[config.mk]
export PLATFORM = sky130hd
export DESIGN_NAME = sliding_window_buf
export DESIGN_NICKNAME = d
export VERILOG_FILES = /design/src/rtl/winbuf_pkg.sv /design/src/rtl/winbuf_col_shift.sv /design/src/rtl/sliding_window_buf.sv
export SDC_FILE = /design/constraint.sdc
export NUM_CORES = 1
export LEC_CHECK = 0
export ABC_AREA = 1
export CAP_MARGIN = 20
export CORE_MARGIN = 3
export CORE_UTILIZATION = 30
export DETAILED_ROUTE_END_ITERATION = 12
export PLACE_DENSITY = 0.53
export SYNTH_ARGS = -nofsm -noshare
export SYNTH_HDL_FRONTEND = slang
export SYNTH_HIERARCHICAL = 1
export SYNTH_SLANG_ARGS = --single-unit
[constraint.sdc]
create_clock -name clk -period 6.7 [get_ports clk]
set_clock_uncertainty 0.05 [all_clocks]
set_input_delay 0.67 -clock clk [delete_from_list [all_inputs] [get_ports clk]]
set_output_delay 0.67 -clock clk [all_outputs]
set_load 0.005 [all_outputs]
[src/rtl/winbuf_pkg.sv]
// Shared types and helpers for the sliding window buffer.
package winbuf_pkg;

  typedef enum logic [1:0] {
    IDLE  = 2'd0,
    FILL  = 2'd1,
    SHIFT = 2'd2,
    HOLD  = 2'd3
  } state_t;

  localparam int PIX_W_DEF = 8;
  localparam int WIN_DEF   = 3;

  // Row-major packing: element (0,0) lands in the MSBs of the flattened window.
  function automatic int elem_lsb(input int row, input int col, input int win, input int pix_w);
    return ((win * win - 1) - (row * win + col)) * pix_w;
  endfunction

endpackage

[src/rtl/winbuf_col_shift.sv]
// WIN x WIN pixel register array with per-element writes and a whole-array left column shift.
module winbuf_col_shift
  import winbuf_pkg::*;
#(
  parameter int PIX_W = PIX_W_DEF,
  parameter int WIN   = WIN_DEF,
  parameter int RC_W  = $clog2(WIN)
) (
  input  logic                     clk,
  input  logic                     n_rst,
  input  logic                     clr,
  input  logic                     shift,
  input  logic                     wr_en,
  input  logic [RC_W-1:0]          wr_row,
  input  logic [RC_W-1:0]          wr_col,
  input  logic [PIX_W-1:0]         wr_data,
  output logic [WIN*WIN*PIX_W-1:0] win_out
);

  logic [PIX_W-1:0] arr [WIN][WIN];

  // Shift never touches the rightmost column, so a same-cycle write there cannot collide.
  always_ff @(posedge clk) begin
    if (!n_rst || clr) begin
      for (int r = 0; r < WIN; r++)
        for (int c = 0; c < WIN; c++)
          arr[r][c] <= '0;
    end else begin
      if (shift) begin
        for (int r = 0; r < WIN; r++)
          for (int c = 0; c < WIN - 1; c++)
            arr[r][c] <= arr[r][c+1];
      end
      if (wr_en)
        arr[wr_row][wr_col] <= wr_data;
    end
  end

  for (genvar gr = 0; gr < WIN; gr++) begin : g_row
    for (genvar gc = 0; gc < WIN; gc++) begin : g_col
      assign win_out[elem_lsb(gr, gc, WIN, PIX_W) +: PIX_W] = arr[gr][gc];
    end
  end

endmodule

[src/rtl/sliding_window_buf.sv]
// Sliding WIN x WIN window buffer: full fills and one-column slides with valid/ready on both sides.
// Optional WINBUF_WIN_CNT_EN adds win_count, a saturating count of window handshakes since start.
module sliding_window_buf
  import winbuf_pkg::*;
#(
  parameter int PIX_W = PIX_W_DEF,
  parameter int WIN   = WIN_DEF
) (
  input  logic                     clk,
  input  logic                     n_rst,
  input  logic                     start,
  input  logic                     abort,
  input  logic [PIX_W-1:0]         pix_in,
  input  logic                     pix_valid,
  output logic                     pix_ready,
  input  logic                     load_full,
  output logic [WIN*WIN*PIX_W-1:0] win_out,
  output logic                     win_valid,
  input  logic                     win_ready
`ifdef WINBUF_WIN_CNT_EN
  ,
  output logic [15:0]              win_count
`endif
);

  localparam int CNT_W = $clog2(WIN * WIN);
  localparam int RC_W  = $clog2(WIN);
  localparam logic [CNT_W-1:0] LAST_FILL  = CNT_W'(WIN * WIN - 1);
  localparam logic [CNT_W-1:0] LAST_SHIFT = CNT_W'(WIN - 1);

  state_t           state;
  logic [CNT_W-1:0] cnt;
  logic             accept;
  logic             last_pix;
  logic             arr_shift;
  logic             arr_wr;
  logic [RC_W-1:0]  wr_row;
  logic [RC_W-1:0]  wr_col;

  assign pix_ready = (state == FILL) || (state == SHIFT);
  assign win_valid = (state == HOLD);
  assign accept    = pix_valid && pix_ready;
  assign last_pix  = (state == FILL) ? (cnt == LAST_FILL) : (cnt == LAST_SHIFT);

  // The column shift is tied to the first accepted slide pixel, so input gaps never cause extra shifts.
  assign arr_shift = accept && !abort && (state == SHIFT) && (cnt == '0);
  assign arr_wr    = accept && !abort;

  always_comb begin
    wr_row = RC_W'(cnt % WIN);
    wr_col = RC_W'(cnt / WIN);
    if (state == SHIFT) begin
      wr_row = RC_W'(cnt);
      wr_col = RC_W'(WIN - 1);
    end
  end

  always_ff @(posedge clk) begin
    if (!n_rst || abort) begin
      state <= IDLE;
      cnt   <= '0;
    end else begin
      case (state)
        IDLE: begin
          if (start) begin
            state <= FILL;
            cnt   <= '0;
          end
        end
        FILL, SHIFT: begin
          if (accept) begin
            if (last_pix) state <= HOLD;
            else          cnt   <= cnt + 1'b1;
          end
        end
        HOLD: begin
          if (win_ready) begin
            state <= load_full ? FILL : SHIFT;
            cnt   <= '0;
          end
        end
        default: begin
          state <= IDLE;
          cnt   <= '0;
        end
      endcase
    end
  end

`ifdef WINBUF_WIN_CNT_EN
  always_ff @(posedge clk) begin
    if (!n_rst || abort)
      win_count <= '0;
    else if (state == IDLE && start)
      win_count <= '0;
    else if (state == HOLD && win_ready && win_count != 16'hFFFF)
      win_count <= win_count + 16'd1;
  end
`endif

  winbuf_col_shift #(
    .PIX_W (PIX_W),
    .WIN   (WIN),
    .RC_W  (RC_W)
  ) u_array (
    .clk     (clk),
    .n_rst   (n_rst),
    .clr     (abort),
    .shift   (arr_shift),
    .wr_en   (arr_wr),
    .wr_row  (wr_row),
    .wr_col  (wr_col),
    .wr_data (pix_in),
    .win_out (win_out)
  );

endmodule

==> metrics.md <==
| Metric | Value |
|---|---|
| Final Cell Area | 5640 um2 |
| Clk pin slew, worst setup/hold paths | 0.06 ns |
| Kind of end point of the critical path | register |
| Peak supply drop | 119 uV |
| Sequential fraction of the synthesis area | 0.523 |
| Worst Path Required | 6.66 ns |
| Synth unique cells | 26 |
| Final wirelength | 10.7 mm |
| Most common cell after layout, fill and taps aside | nand2_1 |
| Worst skew pair latency | 0.33 ns |
| Hold buffers post-CTS | 0 |
| Core Box Area | 14000 um2 |
| Final Max Tran Viols | 0 |
| Leak Pwr | 2.36 nW |
| Pin count of the biggest net entering global routing | 49 |
| Worst Hold Class | reg -> reg |
| Final period utilization | 0.536 |
| Placement Rows | 43 |
| Worst slew margin relative to its limit | 0.432 |
| Final Util | 0.402 |
| CTS Sinks | 78 |
| Worst-margin pin slew | 0.849 ns |
| Grt ovf | 0 |
| Yosys warns | 6 |
| Vias in the first global route | 3286 |
| Die width | 127 um |
| Setup bufs post-CTS | 0 |
| CTS tree | done |
| Post-route setup slack | 3.11 ns |
| Arr. time, crit path | 3.55 ns |
| Kind of critical path | reg -> reg |
| # Max-Cap Violations | 0 |
| Commonest non-fill, non-tap cells in the layout | nand2_1 (135), clkdlybuf4s50_1 (88), inv_1 (77), nor2_1 (77), edfxtp_1 (72) |
| # port buffers | 88 |
| Post-layout net count | 619 |
| Root buf cell | clkbuf_16 |
| Ant. Diodes | 0 |
| # IOs | 89 |
| H-Tree Depth | 3 |
| Detailed-route wire length per cell | 13.8 um |
| Filler instances | 1415 |
| Non-filler cells, final | 776 |
| Area of the multi-input gates | 1640 um2 |
| First-pass GRT wire length | 17.3 mm |
| Setup TNS | 0 ns |
| Placed Instances | 762 |
| Area grow syn2layout | 29.4% |
| Detailed router's first-iteration violation count | 243 |
| Outcome | finished clean |
| Startpoint Class | register |
| Starting Density | 0.311 |
| Syn Inst Count | 508 |
| RSZ-0062 raised after global routing | no |
| DP Area | 5340 um2 |
| Gr usage total | 0.138 |
| Final Setup Violations | 0 |
| Peak fanout along the critical path | 19 |
| Fin. Hold Viols | 0 |
| Maximum achievable frequency | 278 MHz |
| Fin Hold WS | 0.461 ns |
| CTS max path bufs | 2 |
| Full die area | 16000 um2 |
| Routability cong. | 0.801 |
| Post-route ant nets | 0 |
| Avg Inst Size Synth | 8.58 um2 |
| Final min period | 3.59 ns |
| Post-Syn Area | 4360 um2 |
| Initial antenna violation count | 0 |
| Die height | 127 um |
| Cts bufs inserted | 9 |
| Vias | 3349 |
| DRT Pass-1 Iters | 4 |
| Total nets after synthesis | 534 |
| Sequential Area | 2280 um2 |
| Cell Pwr Density | 204 nW/um2 |
| Drc violations | 0 |
| Total power | 1.15 mW |
| FF+latch count, synth | 78 |
| Resize count post-CTS | 0 |
| DR vias/cell | 4.32 |
| HPWL Detailed | 8.20 mm |
| Layout cells sized above 1 | 0.0889 |
| Worst slack, placed | 3.08 ns |
[cell families after synthesis]
group           Yosys count  synth area share
xor+xnor                  2           0.00402
fa+ha+maj                11            0.0316
flops                    78             0.523
simple gates            309             0.323
buf+inv                  97             0.101
compound gates           11            0.0169
[flip-flops by register name (all words and copies together), names as in the netlist]
register and count:
cnt 4, u_array/arr 72, state 2
[worst max-delay path, cell delays in order (launching register included)]
cell and delay, ns:
dfxtp_1 0.61, ha_1 0.32, nand2_2 0.09, nand3_1 0.12, nand3_1 0.12, nand2_1 0.06, ha_1 0.16, a21oi_1 0.11
nand2_1 0.07, nand2_2 0.08, inv_2 0.05, nand2_1 0.05, nand2_1 0.12, nor2_2 0.66, nand2_2 0.25, nand2_1 0.34
[final timing paths]
check           start                 end  slack [ns]  cells after the start
min          state[1]            state[1]        0.46                      2
max            cnt[3]  u_array/arr[0][10]        3.11                     15
min reg2reg  state[1]            state[1]        0.46                      2
max reg2reg    cnt[3]  u_array/arr[0][10]        3.11                     15
[per-layer routing]
metal	vias up	wire length, um	track usage
met5	-	0	0
met4	0	240	0.0555
met3	14	655	0.0446
met2	97	4970	0.217
met1	1470	4810	0.176
li1	1768	-	-
[cell usage after synthesis]
cell type | count | area, um2
nand2_1 | 135 | 507
inv_1 | 77 | 289
nor2_1 | 77 | 289
edfxtp_1 | 72 | 2160
nand3_1 | 61 | 305
nand2_2 | 16 | 100
ha_1 | 11 | 138
buf_6 | 8 | 90.1
a21oi_1 | 6 | 30.0
dfxtp_1 | 6 | 120
nor2_4 | 6 | 67.6
inv_2 | 5 | 18.8
buf_4 | 4 | 30.0
clkbuf_1 | 3 | 11.3
nand2_4 | 3 | 33.8
nand4_1 | 3 | 18.8
a21oi_2 | 2 | 17.5
nand3_2 | 2 | 20.0
nor3_2 | 2 | 20.0
o21ai_1 | 2 | 10.0
xor2_1 | 2 | 17.5
nand3_4 | 1 | 17.5
nor2_2 | 1 | 6.26
nor2_8 | 1 | 20.0
nor3_1 | 1 | 5.00
o21ai_4 | 1 | 16.3
[power by group]
part	internal [mW]	switching, mW
Clock	0.319	0.174
Combinational	0.0462	0.0497
Sequential	0.549	0.0104
[final cells by class]
cell class,instances,area share
inverters,82,0.0545
clock inverters,5,0.0135
repair buffers,89,0.157
flip-flops and latches,78,0.404
multi-input cells,333,0.290
clock buffers,9,0.0399
well taps,180,0.0399
Note: power is estimated with default switching activity, not from simulation.
